===== src/rtl/prio_rr_arbiter.sv =====
// N-way arbiter with registered one-hot grant, fixed-priority or round-robin
// selection, and a bounded hold so a persistent owner cannot starve the others.
module prio_rr_arbiter #(
  parameter int N        = 4,
  parameter int MAX_HOLD = 4,
  parameter int IDW      = $clog2(N)
) (
  input  logic           clk,
  input  logic           rst,
  input  logic           mode,
  input  logic [N-1:0]   req,
  output logic [N-1:0]   gnt,
  output logic [IDW-1:0] gnt_id,
  output logic           gnt_valid
);

  localparam int              HW        = (MAX_HOLD > 1) ? $clog2(MAX_HOLD) : 1;
  localparam logic [HW-1:0]   HOLD_LAST = HW'(MAX_HOLD - 1);
  localparam logic [IDW-1:0]  ID_LAST   = IDW'(N - 1);
  localparam logic [IDW:0]    N_EXT     = (IDW+1)'(N);

  logic [IDW-1:0] cur_q, cur_d;
  logic           valid_q, valid_d;
  logic [IDW-1:0] ptr_q, ptr_d;
  logic [HW-1:0]  hold_q, hold_d;

  logic [N-1:0]   cur_oh;
  logic [N-1:0]   others;
  logic [N-1:0]   arb_req;
  logic           owner_req;
  logic           arb_en;
  logic [IDW-1:0] win;

  // First set bit at or after start, wrapping modulo N (start=0 gives fixed priority).
  function automatic logic [IDW-1:0] pick(input logic [N-1:0] r, input logic [IDW-1:0] start);
    logic           found;
    logic [IDW-1:0] w;
    logic [IDW:0]   s;
    logic [IDW-1:0] idx;
    found = 1'b0;
    w     = '0;
    for (int i = 0; i < N; i++) begin
      s = {1'b0, start} + (IDW+1)'(i);
      if (s >= N_EXT) s = s - N_EXT;
      idx = s[IDW-1:0];
      if (!found && r[idx]) begin
        found = 1'b1;
        w     = idx;
      end
    end
    return w;
  endfunction

  always_ff @(posedge clk or negedge rst) begin
    if (!rst) begin
      cur_q   <= '0;
      valid_q <= 1'b0;
      ptr_q   <= '0;
      hold_q  <= '0;
    end else begin
      cur_q   <= cur_d;
      valid_q <= valid_d;
      ptr_q   <= ptr_d;
      hold_q  <= hold_d;
    end
  end

  always_comb begin
    cur_oh    = N'(1) << cur_q;
    owner_req = valid_q && ((req & cur_oh) != '0);
    others    = req & ~cur_oh;
    arb_req   = req;
    arb_en    = 1'b0;
    cur_d     = cur_q;
    valid_d   = valid_q;
    ptr_d     = ptr_q;
    hold_d    = hold_q;

    if (owner_req && hold_q != HOLD_LAST) begin
      hold_d = hold_q + HW'(1);
    end else if (owner_req) begin
      // Hold budget spent: hand over only if someone else is actually waiting.
      if (others != '0) begin
        arb_en  = 1'b1;
        arb_req = others;
      end else begin
        hold_d = '0;
      end
    end else if (req == '0) begin
      valid_d = 1'b0;
      hold_d  = '0;
    end else begin
      arb_en = 1'b1;
    end

    win = pick(arb_req, mode ? ptr_q : '0);

    if (arb_en) begin
      cur_d   = win;
      valid_d = 1'b1;
      hold_d  = '0;
      ptr_d   = (win == ID_LAST) ? '0 : win + IDW'(1);
    end
  end

  always_comb begin
    gnt       = valid_q ? (N'(1) << cur_q) : '0;
    gnt_id    = cur_q;
    gnt_valid = valid_q;
  end

endmodule


===== config.mk =====
export PLATFORM = sky130hd
export DESIGN_NAME = prio_rr_arbiter
export DESIGN_NICKNAME = d
export VERILOG_FILES = /design/src/rtl/prio_rr_arbiter.sv
export SDC_FILE = /design/constraint.sdc
export NUM_CORES = 1
export LEC_CHECK = 0
export BUFFER_PORTS_ARGS = -buffer_cell sky130_fd_sc_hd__buf_2
export CORE_AREA = 2 2 39 41
export DETAILED_ROUTE_END_ITERATION = 7
export DIE_AREA = 0 0 41 43
export GPL_TIMING_DRIVEN = 0
export PLACE_DENSITY = 0.69
export SLEW_MARGIN = 0
export SYNTH_ARGS = -nofsm -noshare
export SYNTH_HDL_FRONTEND = slang
export SYNTH_SLANG_ARGS = --single-unit

===== constraint.sdc =====
create_clock -name clk -period 1.9 [get_ports clk]
set_clock_uncertainty 0.15 [all_clocks]
set_input_delay 0.19 -clock clk [delete_from_list [all_inputs] [get_ports clk]]
set_output_delay 0.19 -clock clk [all_outputs]
set_load 0.03 [all_outputs]

==> flow_summary.toml, run 1 <==
[global_route]
antenna_found_initial = 0
grt_pass1_wl_um = 2380
grt_overflow = 0
grt_max_degree = 11
grt_use_total_pct = 20.22
grt_pass1_vias = 536

[drt]
ant_nets = 0
dr_total_vias = 592
first_pass_iters = 4
wire_per_inst_um = 14.92
drt_iter0_drc = 17
wl_um = 1507
via_per_inst = 5.861
drc = 0

[cts]
htreeDepth = 1
clock_sink_count = 7
cts_tree = "yes"
cts-root-buf = "clkbuf_4"
clk_latency_ns = 0.26
cts.reportedPaths.clkPinSlew_ns = 0.05
cts_inserted_buffers = 3
clockBufferDepth = 2

[yosys]
yosysSeqAreaShare_pct = 30.30
synth_area_per_cell_um2 = 9.175
synth_nets = 71
synthArstFlopShare_pct = 100.0
synthCells = 63
yosysTopAreaCellShare_pct = 30.30
synth_edf_count = 0
ys_seq_elements = 7
synth_area_um2 = 578.1
synth_cell_types = 34
synth_top_area_cell = "dfrtp_1"
yosysWarnings = 0
synthTopCellsByArea = "dfrtp_1 30%, nand2_1 5.8%, mux4_1 4.5%"
synth_top_flop_cell = "dfrtp_1"

[sta]
drv_slew = 0
hold_viol_final = 0
min_period_ns = 2.117
setup_viol = 4
fmax_mhz = 472.4
max_slew.worst_pin.slew_ns = 0.4964
fin_crit_sh_pct = 111.4
relSlewSlack_pct = 66.65
fin_ws_ns = -0.2168
grt_setup_unrepaired = "yes"

[floorplanning]
dieArea_um2 = 1763
io_pins = 14
core_area_um2 = 1384
dieHeight_um = 43
die_w_um = 41
rows = 14
start_util_pct = 41.77

[final_layout]
fillCellCount = 133
finalNonFillerCells = 101
nNetsFinal = 94
antenna_cells = 0
final_common_cell = "buf_2"
final_util_pct = 57.87
area_growth_pct = 38.53
drive_gt1_share_pct = 41.18
final_cell_mix = "14 x buf_2, 8 x nand2_1, 6 x dfrtp_1"

[setup_path]
cp.arrival_ns = 2.10
path_depth = 6
critical_path_class = "flop to flop"
reg2reg_from = "gnt_id[0]"
cpLargestDelayFamily = "compound AO/OA/AOI/OAI gates"
reg2reg_to = "ptr_q[1]"
cp-start-kind = "flop"
reg2reg_depth = 6
ff2ff_setup_slack_ns = -0.22
end_kind = "flop"
crit_fanout = 9
required_ns = 1.88
path_buf_inv = 0
max_stage_delay_ns = 0.47
slowest_stage = "dfrtp_2"
crit_chain = "mux2_4, o2111ai_4, nand2_1, o211ai_1, nand3_1, a221o_1"

[run_status]
status = "finished, violations left"
violations = "negative setup slack"

[placement]
place_congestion = 0.7468
hpwl_um = 1043
portBuffers = 13
dp.cells = 92

[power]
p_leak_uw = 0.0003378
power.density_nw_per_um2 = 1433
irDropWorstVdd_mv = 0.9493

[run]
drv_cap = 0

[min_path]
hp-class = "primary input to async pin"
## report_power, final
part           internal (uW)  leakage, uW  switching [uW]  total, uW
registers                211    0.0000830            83.8        294
logic                    315     0.000240             402        718
clock network           80.2    0.0000150            55.5        136
## cell usage after synthesis (2+ instances only)
| cell | n |
|---|---|
| nand4_1 | 2 |
| a221o_1 | 2 |
| nand2b_1 | 3 |
| o21ai_0 | 4 |
| nor2b_1 | 2 |
| nand2_1 | 9 |
| dfrtp_1 | 7 |
| nor2_1 | 4 |
| nor3_1 | 5 |
## final cells by class
cell class / instances / area, um2 / share of cell area, %
Multi-Input combinational cell: 53 / 456.7 / 57.03
Sequential cell: 7 / 176.4 / 22.03
Timing Repair Buffer: 19 / 112.6 / 14.06
Clock buffer: 4 / 26.28 / 3.281
Tap cell: 16 / 20.02 / 2.500
Buffer: 1 / 5.005 / 0.6250
Inverter: 1 / 3.754 / 0.4688
## flip-flops by register name, indices dropped and copies added (netlist names)
name / flops
gnt_valid: 1
hold_q: 2
gnt_id: 2
ptr_q: 2
## metal layers
metal	vias to the layer above	wire length, um	GRT usage [%]
met5	-	0	0
met4	0	11	6.000
met3	2	77	6.283
met2	15	786	29.69
met1	284	631	27.63
li1	291	-	-
## cells by family after synthesis
family | count (synthesis) | synth area share (%)
flip-flops | 7 | 30.30
adder cells (fa/ha/maj) | 1 | 2.164
AND/OR/NAND/NOR | 33 | 30.74
AO/OA/AOI/OAI | 16 | 24.25
multiplexers | 3 | 9.091
buffers and inverters | 3 | 3.462
## how the worst max path moves through the flow
stage              start   endpoint  slack, ns
2_1_floorplan  gnt_id[0]  gnt_id[0]      -0.24
3_3_place_gp   hold_q[0]   ptr_q[1]      -0.29
3_5_place_dp   hold_q[0]   ptr_q[1]      -0.37
4_1_cts        gnt_id[0]   ptr_q[1]      -0.23
5_1_grt        gnt_id[0]   ptr_q[1]      -0.29
6_report       gnt_id[0]   ptr_q[1]      -0.22
## what timing repair did
| item | in CTS | in global routing |
|---|---|---|
| hold endpoints to repair | 7 | 0 |
| setup endpoints to repair | 3 | 4 |
| hold buffers | 1 | 0 |
| gates resized for setup | 10 | 4 |
| pin swaps | 7 | 6 |
| setup buffers | 4 | 1 |
## through the flow
stage                     total power, uW  cell area [um2]  hold slack, ns  TNS (ns)  setup slack (ns)
final                                1148            800.8          0.1693   -0.4610           -0.2168
after global routing                 1234            800.8          0.1732   -0.7661           -0.2945
after CTS                            1129            784.5          0.1432   -0.5414           -0.2326
after detailed placement            882.4            670.6         -0.1221   -0.8288           -0.3717
after global placement              864.7            670.6         -0.1221   -0.6108           -0.2948
after floorplan                     732.3            585.6         -0.2556   -0.4911           -0.2398
Note: power is estimated with default switching activity, not from simulation.
==> run 2: changes to the inputs <==
- CORE_AREA: 2 2 39 41 -> default
- CORE_MARGIN: default -> 2
- CORE_UTILIZATION: default -> 30
- DIE_AREA: 0 0 41 43 -> default
- PLACE_DENSITY: 0.69 -> 0.51
==> run 2 against run 1 <==
Net effect:
- the run still ends with negative setup slack left
- cell count up 8.9%
- non-clock buffer count unchanged
- clock power about the same
- utilization down 12 points
- register-to-register slack better by 0.06 ns
- sequential share of layout area down 0.34 points
- clock-buffer cell count unchanged
- combinational power down 4.3%
- sequential power down 4%
- die area up 30%
- via count down 2.2%
- critical endpoint unchanged
- highest routed layer unchanged
==> flow_summary.toml, run 2 (same netlist as run 1, synthesis figures left out) <==
[global_route]
grt_pass1_wl_um = 2290
antenna_found_initial = 0
grt_pass1_vias = 491
grt_use_total_pct = 14.98
grt_overflow = 0
grt_max_degree = 11

[setup_path]
end_kind = "flop"
critical_path_class = "flop to flop"
reg2reg_from = "gnt_id[1]"
cp.arrival_ns = 2.04
slowest_stage = "or3b_4"
crit_chain = "or3b_4, o2111ai_4, nand2_2, o211ai_1, nand3_1, a221o_1"
required_ns = 1.88
reg2reg_to = "ptr_q[1]"
max_stage_delay_ns = 0.41
crit_fanout = 4
ff2ff_setup_slack_ns = -0.16
reg2reg_depth = 6
cp-start-kind = "flop"

[sta]
hold_viol_final = 0
setup_viol = 2
fmax_mhz = 485.9
min_period_ns = 2.058
grt_setup_unrepaired = "yes"
fin_crit_sh_pct = 108.3
max_slew.worst_pin.slew_ns = 0.6094
relSlewSlack_pct = 59.06
drv_slew = 0
fin_ws_ns = -0.1579
setup_tns_ns = -0.2878

[power]
swShare_pct = 47.05
p_sw_uw = 519.0
power.total_uw = 1103
internal_power_uw = 584.0
power.density_nw_per_um2 = 1356
power_frac_seq_pct = 25.6
p_leak_uw = 0.0003373
pwr-share-comb_pct = 62.3
irDropWorstVdd_mv = 0.6085
p_clk_share_pct = 12.1

[floorplanning]
start_util_pct = 32.77
die_w_um = 47.90
dieArea_um2 = 2294
io_pins = 14
dieHeight_um = 47.90
rows = 15
core_area_um2 = 1764

[cts]
clockBufferDepth = 2
clock_sink_count = 7
cts.reportedPaths.clkPinSlew_ns = 0.05
cts-root-buf = "clkbuf_4"
cts_tree = "yes"
clk_latency_ns = 0.25
cts_inserted_buffers = 3
htreeDepth = 1

[placement]
dp_slack_ns = -0.3812
dpl_cell_area_um2 = 681.9
hpwl_um = 1037
dp.cells = 101
portBuffers = 13
place_congestion = 0.7560

[drt]
ant_nets = 0
drt_iter0_drc = 17
dr_total_vias = 579
drc = 0
via_per_inst = 5.264
first_pass_iters = 4
wl_um = 1461
wire_per_inst_um = 13.28

[final_layout]
nNetsFinal = 94
finalNonFillerCells = 110
final_cell_mix = "14 x buf_2, 8 x nand2_1, 6 x dfrtp_1"
antenna_cells = 0
final_cell_area_um2 = 813.3
final_common_cell = "buf_2"
area_growth_pct = 40.69
drive_gt1_share_pct = 41.18

[run_status]
status = "finished, violations left"
violations = "negative setup slack"

[min_path]
hp-class = "primary input to async pin"

[run]
drv_cap = 0
[run 2: final cells by class]
type	instances	area [um2]
fill	194	950.9
multi-input combinational	53	457.9
sequential	7	176.4
timing repair buffer	19	112.6
tap	25	31.28
clock buffer	4	26.28
buffer	1	5.005
inverter	1	3.754
[run 2: worst max-delay path by stage]
| stage | endpoint | startpoint | cells after the start | slack (ns) |
|---|---|---|---|---|
| 2_1_floorplan | gnt_id[0] | gnt_id[0] | 5 | -0.24 |
| 3_3_place_gp | ptr_q[1] | hold_q[0] | 7 | -0.37 |
| 3_5_place_dp | ptr_q[1] | hold_q[0] | 7 | -0.38 |
| 4_1_cts | ptr_q[1] | gnt_id[1] | 6 | -0.18 |
| 5_1_grt | ptr_q[1] | gnt_id[1] | 6 | -0.26 |
| 6_report | ptr_q[1] | gnt_id[1] | 6 | -0.16 |
[run 2: through the flow]
step	utilization, %	hold WS (ns)
2_1_floorplan	-	-0.2556
3_3_place_gp	38.65	-0.1184
3_5_place_dp	38.65	-0.1135
4_1_cts	43.19	0.1509
5_1_grt	46.10	0.1769
6_report	46.10	0.1555
[run 2: what timing repair did]
item / 4_1_cts / 5_1_grt
hold buffers: 1 / 0
setup buffers: 1 / 4
setup endpoints to repair: 3 / 3
pin swaps: 7 / 9
gates resized for setup: 8 / 5
hold endpoints to repair: 7 / 0
[run 2: per-layer routing]
metal,track usage [%],wire (um)
met1,19.86,682
met2,20.80,696
met3,6.792,61
met4,6.486,19
met5,0,0
[run 2: power groups by stage]
| stage | logic (uW) | registers [uW] | clock network (uW) |
|---|---|---|---|
| finish | 687 | 283 | 133 |
| CTS | 636 | 284 | 138 |
| floorplan | 441 | 292 | 0 |
| detailed placement | 614 | 263 | 0 |
| global placement | 609 | 265 | 0 |
| global route | 755 | 293 | 144 |
[run 2: worst max-delay path, delay by kind of cell, from the launching register on]
family	cells	cell delay, ns
AO/OA/AOI/OAI	3	0.77
flip-flops	1	0.37
AND/OR/NAND/NOR	3	0.65
==> run 3: changes to the inputs <==
- GPL_TIMING_DRIVEN: 0 -> default
==> run 3 against run 2 <==
Net effect:
- the run still ends with negative setup slack left
- clock power is essentially flat
- register-to-register slack lost 0.03 ns
- first-iteration DRC count shrank 65%
- largest cell class unchanged
==> flow_summary.toml, run 3 (same netlist as run 1, synthesis figures left out) <==
[floorplanning]
dieArea_um2 = 2294
rows = 15
die_w_um = 47.90
io_pins = 14
start_util_pct = 32.77
core_area_um2 = 1764
dieHeight_um = 47.90

[drt]
met1_length_um = 743
wl_um = 1699
wl_met2_um = 881
ant_nets = 0
dr_wl_met3_um = 74
first_pass_iters = 3
dr_total_vias = 624
highest_layer = "met3"
drc = 0
wire_per_inst_um = 13.93
drt_iter0_drc = 6
via_per_inst = 5.115

[final_layout]
final_common_cell = "buf_4"
nNetsFinal = 106
multiInputGateArea_um2 = 435.4
fillCellCount = 202
ff_latch_area_um2 = 176.4
drive_gt1_share_pct = 49.48
area_growth_pct = 52.81
antenna_cells = 0
final_cell_mix = "18 x buf_4, 13 x buf_2, 8 x nand2_1"
finalNonFillerCells = 122

[cts]
htreeDepth = 1
clockBufferDepth = 2
cts_tree = "yes"
cts-root-buf = "clkbuf_4"
cts.reportedPaths.clkPinSlew_ns = 0.05
clock_sink_count = 7
clk_latency_ns = 0.25
cts_inserted_buffers = 3

[power]
p_leak_uw = 0.0003989
power.total_uw = 1192
power.density_nw_per_um2 = 1349
irDropWorstVdd_mv = 0.9972

[sta]
fin_crit_sh_pct = 109.8
min_period_ns = 2.086
fin_ws_ns = -0.1862
setup_viol = 4
max_slew.worst_pin.slew_ns = 0.2729
hold_viol_final = 0
relSlewSlack_pct = 81.68
drv_slew = 0
fmax_mhz = 479.3
grt_setup_unrepaired = "yes"

[global_route]
grt_pass1_wl_um = 2801
grt_pass1_vias = 600
antenna_found_initial = 0
grt_overflow = 0
grt_max_degree = 9
grt_use_total_pct = 17.49

[min_path]
hp-class = "primary input to async pin"

[setup_path]
cp-start-kind = "flop"
critical_path_class = "flop to flop"
end_kind = "flop"
crit_fanout = 4
cp.arrival_ns = 2.07
required_ns = 1.88

[placement]
portBuffers = 13
place_congestion = 0.7854
dp.cells = 115
hpwl_um = 1360

[run_status]
status = "finished, violations left"
violations = "negative setup slack"

[run]
drv_cap = 0
## run 3: per-stage QoR
step | utilization, % | area, um2 | setup slack, ns | hold WS [ns] | setup TNS, ns
finish | 50.07 | 883.3 | -0.1862 | 0.1477 | -0.5124
global route | 50.07 | 883.3 | -0.2593 | 0.1703 | -0.7813
CTS | 49.93 | 880.8 | -0.1920 | 0.1477 | -0.4894
detailed placement | 44.54 | 785.8 | -0.2289 | -0.1219 | -0.4945
global placement | 44.54 | 785.8 | -0.1988 | -0.1225 | -0.4418
floorplan | - | 585.6 | -0.2398 | -0.2556 | -0.4911
## run 3: final timing paths
check                           from        end  slack, ns  cells past startpoint
max reg2reg                gnt_id[1]   ptr_q[1]      -0.19                      6
min in group clk              req[0]  gnt_valid       0.28                      3
min                              rst  gnt_id[1]       0.15                      2
min reg2reg                hold_q[0]  hold_q[0]       0.29                      1
max in group asynchronous        rst  gnt_id[0]       1.28                      2
max                        gnt_id[1]   ptr_q[1]      -0.19                      6
## run 3: cell type report
| cell class | count | share of cell area (%) |
|---|---|---|
| clock buffers | 4 | 2.975 |
| inverters | 1 | 0.4249 |
| multi-input cells | 53 | 49.29 |
| flip-flops and latches | 7 | 19.97 |
| well taps | 25 | 3.541 |
| repair buffers | 32 | 23.80 |
## run 3: critical path: stages (launching register included)
cell and delay, ns:
dfrtp_1 0.38, or3b_4 0.42, o2111ai_4 0.24, nand2_2 0.08, a22o_1 0.26, nor2b_1 0.14
a221o_1 0.29
## run 3: power breakdown
group          internal, uW  leakage (uW)  switching, uW  total [uW]
combinational           362      0.000301            408         770
sequential              211     0.0000830           77.7         288
clock                  80.0     0.0000150           53.2         133
## run 3: what timing repair did
action                                 in CTS  in global routing
setup endpoints to repair                   4                  4
pin swaps                                   5                  1
gates cloned                                0                  0
setup buffers                               2                  0
hold buffers                                1                  0
endpoints found under the hold margin       7                  0
gates resized for setup                    10                  2
## run 3: per-layer routing
metal	vias up	GRT usage [%]
met5	-	0
met4	0	2.162
met3	0	6.792
met2	13	29.60
met1	298	21.62
li1	313	-
